**config.mk**
```make
export PLATFORM = sky130hd
export DESIGN_NAME = store_buffer
export DESIGN_NICKNAME = d
export VERILOG_FILES = /design/src/rtl/store_buffer.sv
export SDC_FILE = /design/constraint.sdc
export NUM_CORES = 1
export LEC_CHECK = 0
export CAP_MARGIN = 20
export CORE_ASPECT_RATIO = 0.75
export CORE_MARGIN = 4
export CORE_UTILIZATION = 50
export CTS_CLUSTER_DIAMETER = 200
export DETAILED_ROUTE_END_ITERATION = 10
export PLACE_DENSITY = 0.83
export SLEW_MARGIN = 40
export SYNTH_ARGS = -nofsm -noshare
export SYNTH_HDL_FRONTEND = slang
export SYNTH_SLANG_ARGS = --single-unit
```
**constraint.sdc**
```tcl
create_clock -name Clk -period 3.6 [get_ports Clk]
set_input_delay 0.72 -clock Clk [delete_from_list [all_inputs] [get_ports Clk]]
set_output_delay 0.72 -clock Clk [all_outputs]
set_load 0.005 [all_outputs]
```
**src/rtl/store_buffer.sv**
```systemverilog
// MEM-stage store buffer: lane-aligns stores, queues them, drains to data memory over req/ack.
// Optional SB_LDCHECK_EN: loads stall only on a queued word-address match instead of on any non-empty queue.
module store_buffer #(
   parameter int DEPTH = 4,
   parameter int CW    = 3
) (
   input  logic          Clk,
   input  logic          Rst,
   input  logic          MemWrite,
   input  logic          MemRead,
   input  logic [31:0]   Address,
   input  logic [31:0]   RTOut,
   input  logic [1:0]    Ssel,
   input  logic          Flush,
   output logic          Stall,
   output logic          AddrErr,
   output logic          FlushDone,
   output logic          DmReq,
   output logic [31:0]   DmAddr,
   output logic [31:0]   DmData,
   output logic [3:0]    DmBe,
   input  logic          DmAck,
   output logic          Empty,
   output logic [CW-1:0] Count
);

   localparam int PW = $clog2(DEPTH);
   localparam logic [0:0] ST_RUN   = 1'b0;
   localparam logic [0:0] ST_FLUSH = 1'b1;

   logic [29:0]   q_addr [DEPTH];
   logic [31:0]   q_data [DEPTH];
   logic [3:0]    q_be   [DEPTH];
   logic [PW-1:0] head;
   logic [PW-1:0] tail;
   logic [CW-1:0] cnt;
   logic [0:0]    state;
   logic          addr_err;
   logic          flush_done;

   logic          aligned;
   logic [31:0]   lane_data;
   logic [3:0]    lane_be;
   logic          empty;
   logic          full;
   logic          ld_hazard;
   logic          stall;
   logic          push;
   logic          pop;

   always_comb begin
      aligned   = 1'b1;
      lane_data = RTOut;
      lane_be   = 4'b1111;
      case (Ssel)
         2'b10: begin
            lane_data = {24'd0, RTOut[7:0]} << {Address[1:0], 3'b000};
            lane_be   = 4'b0001 << Address[1:0];
         end
         2'b01: begin
            aligned   = ~Address[0];
            lane_data = {16'd0, RTOut[15:0]} << {Address[1], 4'b0000};
            lane_be   = 4'b0011 << {Address[1], 1'b0};
         end
         default: aligned = (Address[1:0] == 2'b00);
      endcase
   end

   assign empty = (cnt == '0);
   assign full  = (cnt == CW'(DEPTH));

`ifdef SB_LDCHECK_EN
   logic hit;

   // An entry is live when its distance from head is below the occupancy.
   always_comb begin
      logic [PW-1:0] offs;
      offs = '0;
      hit  = 1'b0;
      for (int i = 0; i < DEPTH; i++) begin
         offs = PW'(i) - head;
         if ((CW'(offs) < cnt) && (q_addr[i] == Address[31:2])) hit = 1'b1;
      end
   end

   assign ld_hazard = MemRead & ~MemWrite & hit;
`else
   assign ld_hazard = MemRead & ~MemWrite & ~empty;
`endif

   // A same-cycle pop never frees the slot for a stalled store; keeps DmAck off the stall path.
   assign stall = (MemWrite & full) | ld_hazard | (state == ST_FLUSH) | Flush;
   assign push  = MemWrite & aligned & ~stall;
   assign pop   = ~empty & DmAck;

   always_ff @(posedge Clk) begin
      if (push) begin
         q_addr[tail] <= Address[31:2];
         q_data[tail] <= lane_data;
         q_be[tail]   <= lane_be;
      end
   end

   always_ff @(posedge Clk) begin
      if (Rst) begin
         head       <= '0;
         tail       <= '0;
         cnt        <= '0;
         state      <= ST_RUN;
         addr_err   <= 1'b0;
         flush_done <= 1'b0;
      end else begin
         if (push) tail <= tail + 1'b1;
         if (pop)  head <= head + 1'b1;
         cnt        <= cnt + CW'(push) - CW'(pop);
         addr_err   <= MemWrite & ~aligned & ~stall;
         flush_done <= 1'b0;
         if (state == ST_RUN) begin
            if (Flush) state <= ST_FLUSH;
         end else if (empty) begin
            state      <= ST_RUN;
            flush_done <= 1'b1;
         end
      end
   end

   assign Stall     = stall;
   assign AddrErr   = addr_err;
   assign FlushDone = flush_done;
   assign DmReq     = ~empty;
   assign DmAddr    = empty ? 32'd0 : {q_addr[head], 2'b00};
   assign DmData    = empty ? 32'd0 : q_data[head];
   assign DmBe      = empty ? 4'd0  : q_be[head];
   assign Empty     = empty;
   assign Count     = cnt;

endmodule
```
==> results of run 1 <==
cells in the final DEF, fill, tap and decap left out, types with 2 or more instances in the layout:
cell type / count
clkbuf_16: 25
dfxtp_1: 10
a22o_1: 16
clkdlybuf4s50_1: 145
nand2b_1: 2
buf_4: 3
bufinv_16: 2
clkinv_2: 7
clkbuf_1: 4
nor2_1: 9
dfxtp_4: 2
clkinv_1: 3
mux4_2: 66
edfxtp_1: 264
inv_1: 20
nor3b_2: 2
and2_4: 4
inv_2: 2
nor4_4: 2
nor2b_1: 10
a222oi_1: 8
and2_1: 68
nand2_1: 2
buf_12: 11
a21o_1: 3
xnor2_1: 3
conb_1: 2
ha_1: 8
clkbuf_8: 3
worst max-delay path, delay by kind of cell, from the launching register on:
kind | cells | cell delay, ns
multiplexers | 1 | 0.35
buffers and inverters | 2 | 0.74
flip-flops | 1 | 0.73
AND/OR/NAND/NOR | 1 | 0.19
final cells by class:
type                    instances  area [um2]
clock inverters                12         106
clock buffers                  32         682
inverters                      22        82.6
well taps                     288         360
multi-input cells             222        2660
flip-flops and latches        276        8180
repair buffers                159        1690
fillers                      1424        7700
power by group:
part           total, mW  switching, mW  internal (mW)
Clock               2.54           1.07           1.47
Sequential          3.69         0.0735           3.62
Combinational       2.42          0.966           1.45
layer usage:
metal / track usage / vias up / wire length [um]
li1: - / 2499 / -
met1: 0.261 / 2930 / 9510
met2: 0.308 / 259 / 11100
met3: 0.0377 / 42 / 1750
met4: 0.0372 / 0 / 487
met5: 0 / - / 0
worst max path at each step:
| stage | startpoint | end | cells past startpoint |
|---|---|---|---|
| after floorplan | Ssel[0] | q_addr[0][0] | 7 |
| final | register | DmAddr[3] | 4 |
| after detailed placement | Ssel[0] | Count[2] | 13 |
| after CTS | register | DmAddr[3] | 4 |
| after global routing | register | DmAddr[3] | 4 |
| after global placement | Ssel[0] | Count[2] | 13 |
through the flow:
| stage | util | instances |
|---|---|---|
| 5_1_grt | 0.641 | 1011 |
| 2_1_floorplan | - | 549 |
| 3_5_place_dp | 0.604 | 967 |
| 4_1_cts | 0.641 | 1011 |
| 3_3_place_gp | 0.604 | 967 |
| 6_report | 0.641 | 1011 |
state kept, by name, summed over array words and instances, names as in the netlist, named ones only:
signal / flops
AddrErr: 1
FlushDone: 1
head: 2
q_be: 16
Count: 3
state: 1
q_data: 128
tail: 2
q_addr: 120
logic make-up after synthesis:
group	synth area share
AO/OA/AOI/OAI	0.0287
XOR/XNOR	0.00317
adder cells (fa/ha/maj)	0.0109
buffers and inverters	0.0228
flip-flops	0.738
multiplexers	0.136
other	0.000339
AND/OR/NAND/NOR	0.0597
==> metrics.yaml, run 1 <==
status: "completed"
cts_hold_buf: 0
rsz0062_at_grt: "no"
yosys.area.top_type: "edfxtp_1"
drv_cap: 0
wl_um: 22800
antenna_found_initial: 0
grt_overflow: 0
grt_first_pass_wirelength_um: 35000
synth_area_leaders: "edfxtp_1, mux4_2, and2_1, dfxtp_1, a22o_1"
gp_congestion: 0.849
ff2ff_setup_slack_ns: 1.03
ys_warn_count: 0
worst_pin_slew_ns: 0.658
hold_path.startpoint: "state"
drc: 0
worst_ep_arrival_time_ns: 2.53
cts_tree: "built"
synth-edff-count: 264
synth.most_common_cell: "edfxtp_1"
viasPerCell: 5.67
start_util: 0.515
nets: 787
p_leak_nw: 4.46
synth.cell_area_um2: 11100
min_path_cells: 2
dieArea_um2: 24600
worst_slack_ns: 0.345
timing.final.crit_share: 0.904
cts_buffers: 25
fin_tns_setup_ns: 0
ios: 148
finish.instance_area_um2: 13800
synthArstFlopShare: 0
rr_worst_depth: 8
cts_buffer_depth: 3
grt_use_total: 0.185
cp.required_ns: 2.88
worstPathCellList: "buf_12 -> mux4_2 -> and2_1 -> clkdlybuf4s50_1"
critPathCaptureType: "output port"
slowest_stage: "dfxtp_4"
syn_avg_cell_area_um2: 20.2
syn_inst: 548
netlist.area_leader.share: 0.716
grt_pass1_vias: 6033
rows: 46
synth_flop_cell: "edfxtp_1"
drtAntennaViolNets: 0
die_h_um: 137
core_um2: 21500
pwr_density_cell_nw_per_um2: 628
maxClockFrequency_mhz: 307
finalSetupViolCount: 0
regToRegStartpoint: "Count[2]"
post-route-min-period_ns: 3.25
place_area_um2: 13000
drt_iter0_drc: 574
yosys_register_bits: 276
post_route_cells_drive_above_1_share: 0.185
startpoint_type: "register"
insertedDiodeCount: 0
timing.rr.end: "Count[2]"
crit_type: "register to output port"
clk-insertion-delay-late_ns: 0.51
seq_area_frac_synth: 0.738
clk_pin_slew_ns: 0.07
area_delta_synth_final_pct: 24.4
hold_path_class: "register to register"
place_ws_ns: -0.0913
grt_max_degree: 72
portBuffers: 145
path_max_fanout: 37
slew_viol_final: 0
dr.pass1.iters: 7
slew-limit-headroom: 0.561
vias: 5730
dp_hpwl_um: 14600
root_buffer: "clkbuf_16"
timing.hold.ws_ns: 0.450
htreeDepth: 1
max_stage_delay_ns: 0.73
wl_per_cell_um: 22.6
clock-sinks: 276
ctsResizeCount: 0
hold_violations: 0
p_total_mw: 8.64
synth_cell_type_count: 40
fp.dieW_um: 180
cts_setup_buffers: 0
fin_skew_ns: 0.00873
peakVddDrop_uv: 362
whs_endpoint: "FlushDone"
synthTopCellsByCount: "edfxtp_1, and2_1, mux4_2"
Note: power is estimated with default switching activity, not from simulation.
==> run 2: changes to the inputs <==
--- a/config.mk
+++ b/config.mk
@@ -8,10 +8,10 @@
 export CAP_MARGIN = 20
 export CORE_ASPECT_RATIO = 0.75
 export CORE_MARGIN = 4
-export CORE_UTILIZATION = 50
+export CORE_UTILIZATION = 43
 export CTS_CLUSTER_DIAMETER = 200
 export DETAILED_ROUTE_END_ITERATION = 10
-export PLACE_DENSITY = 0.83
+export PLACE_DENSITY = 0.74
 export SLEW_MARGIN = 40
 export SYNTH_ARGS = -nofsm -noshare
 export SYNTH_HDL_FRONTEND = slang
==> run 2 against run 1 <==
Effect of this change:
- utilization shrank 8.7 points
- count of clock-buffer cells in the layout up 2
- register-to-register slack gained 0.02 ns
- worst setup slack got worse by 0.067 ns
- maximum frequency is 2.0% lower
- sequential power up 1%
- clock skew is essentially flat
- non-clock buffer count grew 5
- total power up 1.2%
- sequential share of layout area decreased by 0.78 points
- critical path depth did not move
- die area increased by 15%
==> metrics.yaml, run 2 (synthesis gave the netlist of run 1 again) <==
worst_slack_ns: 0.279
fin_tns_setup_ns: 0
worst_pin_slew_ns: 0.592
final_cell_count_no_fill: 1066
top_regs: "q_data x128, q_addr x120, q_be x16"
place_ws_ns: -0.0121
p_int_mw: 6.64
largest_reg_flops: 128
rsz0062_at_grt: "no"
crit_type: "register to output port"
timing.final.crit_share: 0.923
startpoint_type: "register"
hold_path.startpoint: "state"
finalSetupViolCount: 0
p_leak_nw: 4.50
multi_input_area_um2: 2660
grt_first_pass_wirelength_um: 34900
swShare: 0.241
pwr_density_cell_nw_per_um2: 627
grt_max_degree: 69
pwr-share-comb: 0.275
critPathCaptureType: "output port"
post_route_cells_drive_above_1_share: 0.187
dp_hpwl_um: 15000
final_common_cell: "edfxtp_1"
rows: 50
nFillCells: 1924
p_total_mw: 8.75
wl_per_cell_um: 21.3
vias: 5675
drtAntennaViolNets: 0
p_switching_mw: 2.11
timing.hold.ws_ns: 0.459
nets: 792
cts_buffers: 25
cts_tree: "built"
dr.pass1.iters: 6
regToRegStartpoint: "Count[2]"
placed_cells: 1022
hold_violations: 0
grt_pass1_vias: 5917
fin_skew_ns: 0.00854
path_max_fanout: 30
utilization: 0.555
final_cell_mix: "edfxtp_1, clkdlybuf4s50_1, and2_1"
htreeDepth: 1
cts_setup_buffers: 0
core_um2: 25100
clock-sinks: 276
worst_ep_arrival_time_ns: 2.60
area_delta_synth_final_pct: 26.0
peakVddDrop_uv: 376
slew_viol_final: 0
insertedDiodeCount: 0
dieArea_um2: 28400
antenna_found_initial: 0
ios: 148
wl_um: 22700
drv_cap: 0
fp.dieW_um: 193
gp_congestion: 0.786
hold_path_class: "register to register"
clockPowerShare: 0.298
slew-limit-headroom: 0.605
clk_pin_slew_ns: 0.07
cts_hold_buf: 0
root_buffer: "clkbuf_16"
place_area_um2: 13100
seq_power_share: 0.427
ctsResizeCount: 0
grt_use_total: 0.157
seqCellArea_um2: 8180
status: "completed"
maxClockFrequency_mhz: 301
portBuffers: 145
clk-insertion-delay-late_ns: 0.51
start_util: 0.440
die_h_um: 147
grt_overflow: 0
drt_iter0_drc: 519
viasPerCell: 5.32
cts_buffer_depth: 3
post-route-min-period_ns: 3.32
drc: 0
finish.instance_area_um2: 13900
regMostFlops: "q_data"
cp.required_ns: 2.88
run 2: area by class of cell:
type,instances,area share
Clock buffer,34,0.0494
Clock inverter,10,0.00879
Inverter,22,0.00592
Multi-Input combinational cell,222,0.191
Sequential cell,276,0.586
Tap cell,338,0.0303
Timing Repair Buffer,164,0.129
run 2: path summary, 6_finish.rpt:
kind / slack [ns] / endpoint / depth (start not counted)
setup / recovery: 0.28 / DmAddr[31] / 4
hold / removal: 0.46 / FlushDone / 2
setup reg to reg: 1.05 / Count[2] / 9
hold reg to reg: 0.46 / FlushDone / 2
run 2: power groups by stage:
stage,registers [mW],clock network [mW],logic [mW]
2_1_floorplan,3.71,0,1.33
3_3_place_gp,3.80,0,2.43
3_5_place_dp,3.81,0,2.45
4_1_cts,3.74,2.66,2.47
5_1_grt,3.75,2.81,2.62
6_report,3.73,2.61,2.41
run 2: critical path, cell delays in order, from the launching register on:
cell and delay [ns]:
dfxtp_4 0.59, buf_12 0.31, mux4_2 0.53, and2_1 0.22, clkdlybuf4s50_1 0.46
run 2: routing by layer:
metal / vias up / global-route usage / share of wire
li1: 2516 / - / -
met4: 0 / 0.0318 / 0.018
met2: 257 / 0.247 / 0.46
met5: - / 0 / 0
met3: 36 / 0.0326 / 0.080
met1: 2866 / 0.231 / 0.44
==> run 3: changes to the inputs <==
--- a/config.mk
+++ b/config.mk
@@ -16,3 +16,4 @@
 export SYNTH_ARGS = -nofsm -noshare
 export SYNTH_HDL_FRONTEND = slang
 export SYNTH_SLANG_ARGS = --single-unit
+export TNS_END_PERCENT = 30
==> run 3 against run 2 <==
Effect of this change:
- maximum frequency down 0.47%
- sequential share of layout area up 0.42 points
- design area down 0.72%
- die area unchanged
- sequential power about the same
- non-clock buffer count down 4
- clock power down 4%
- final cell count about the same
- critical path type unchanged
- critical endpoint is now DmData[24]
- largest cell class unchanged
- highest routed layer unchanged
==> metrics.yaml, run 3 (synthesis gave the netlist of run 1 again) <==
clk-insertion-delay-late_ns: 0.53
peakVddDrop_uv: 387
clock-sinks: 276
grt_overflow: 0
hold_path_class: "register to register"
cts_tree: "built"
finalSetupViolCount: 0
placed_cells: 1018
worst_ep_arrival_time_ns: 2.62
grt_use_total: 0.160
cts_buffer_depth: 3
die_h_um: 147
gp_congestion: 0.801
nFillCells: 1915
cts_hold_buf: 0
dr.pass1.iters: 6
maxClockFrequency_mhz: 300
viasPerCell: 5.39
fp.dieW_um: 193
seqCellArea_um2: 8180
dp_hpwl_um: 15200
cp.required_ns: 2.88
drv_cap: 0
p_leak_nw: 4.46
portBuffers: 145
grt_first_pass_wirelength_um: 35700
fin_skew_ns: 0.0173
drc: 0
final_common_cell: "edfxtp_1"
place_ws_ns: -0.0579
path_max_fanout: 27
final_cell_mix: "edfxtp_1, clkdlybuf4s50_1, and2_1"
timing.final.crit_share: 0.927
post_route_cells_drive_above_1_share: 0.186
slew_viol_final: 0
insertedDiodeCount: 0
hold_violations: 0
fin_tns_setup_ns: 0
worst_pin_slew_ns: 0.637
rows: 50
grt_pass1_vias: 6041
status: "completed"
critPathCaptureType: "output port"
drtAntennaViolNets: 0
wl_per_cell_um: 21.7
timing.hold.ws_ns: 0.449
final_cell_count_no_fill: 1065
largest_reg_flops: 128
multi_input_area_um2: 2660
crit_type: "register to output port"
regMostFlops: "q_data"
rsz0062_at_grt: "no"
root_buffer: "clkbuf_16"
vias: 5739
area_delta_synth_final_pct: 25.1
grt_max_degree: 70
wl_um: 23100
post-route-min-period_ns: 3.34
startpoint_type: "register"
cts_buffers: 26
clk_pin_slew_ns: 0.06
ios: 148
pwr_density_cell_nw_per_um2: 625
ctsResizeCount: 0
htreeDepth: 1
start_util: 0.440
worst_slack_ns: 0.263
dieArea_um2: 28400
cts_setup_buffers: 0
slew-limit-headroom: 0.575
nets: 789
antenna_found_initial: 0
drt_iter0_drc: 541
core_um2: 25100
top_regs: "q_data x128, q_addr x120, q_be x16"
## run 3: cell types whose count changed in the layout (fill, tap and decap cells not counted), sizes merged
cell,delta
buf,-4
bufinv,-2
clkbuf,-4
clkinv,+8
inv,+1
## run 3: critical path: stages, from the launching register on
cell and delay, ns:
dfxtp_4 0.57, buf_12 0.29, mux4_2 0.54, and2_1 0.21
clkdlybuf4s50_1 0.47
## run 3: stage by stage
stage | instance area [um2] | power, mW | util
floorplan | 11100 | 5.04 | -
global route | 13800 | 9.09 | 0.551
global placement | 13100 | 6.22 | 0.519
detailed placement | 13100 | 6.25 | 0.519
finish | 13800 | 8.65 | 0.551
CTS | 13800 | 8.78 | 0.551
## run 3: final timing paths
check,startpoint,cells after the start,slack (ns),endpoint
worst max register to register,Count[2],9,1.02,Count[2]
worst min register to register,state,2,0.45,FlushDone
worst min-delay path,state,2,0.45,FlushDone
worst max-delay path,register,4,0.26,DmData[24]
## run 3: final cells by class
class / count / share of cell area
clock buffers: 30 / 0.0481
clock inverters: 17 / 0.00913
inverters: 22 / 0.00596
multi-input cells: 222 / 0.192
flip-flops and latches: 276 / 0.590
well taps: 338 / 0.0305
repair buffers: 160 / 0.124
## run 3: per-layer routing
| metal | vias up | routed length [um] | GRT usage |
|---|---|---|---|
| li1 | 2506 | - | - |
| met3 | 45 | 1860 | 0.0415 |
| met5 | - | 0 | 0 |
| met2 | 268 | 10900 | 0.256 |
| met4 | 0 | 512 | 0.0333 |
| met1 | 2920 | 9860 | 0.226 |
## run 3: report_power, final
| part | internal [mW] | switching, mW |
|---|---|---|
| logic | 1.47 | 0.939 |
| clock network | 1.40 | 1.11 |
| registers | 3.62 | 0.116 |
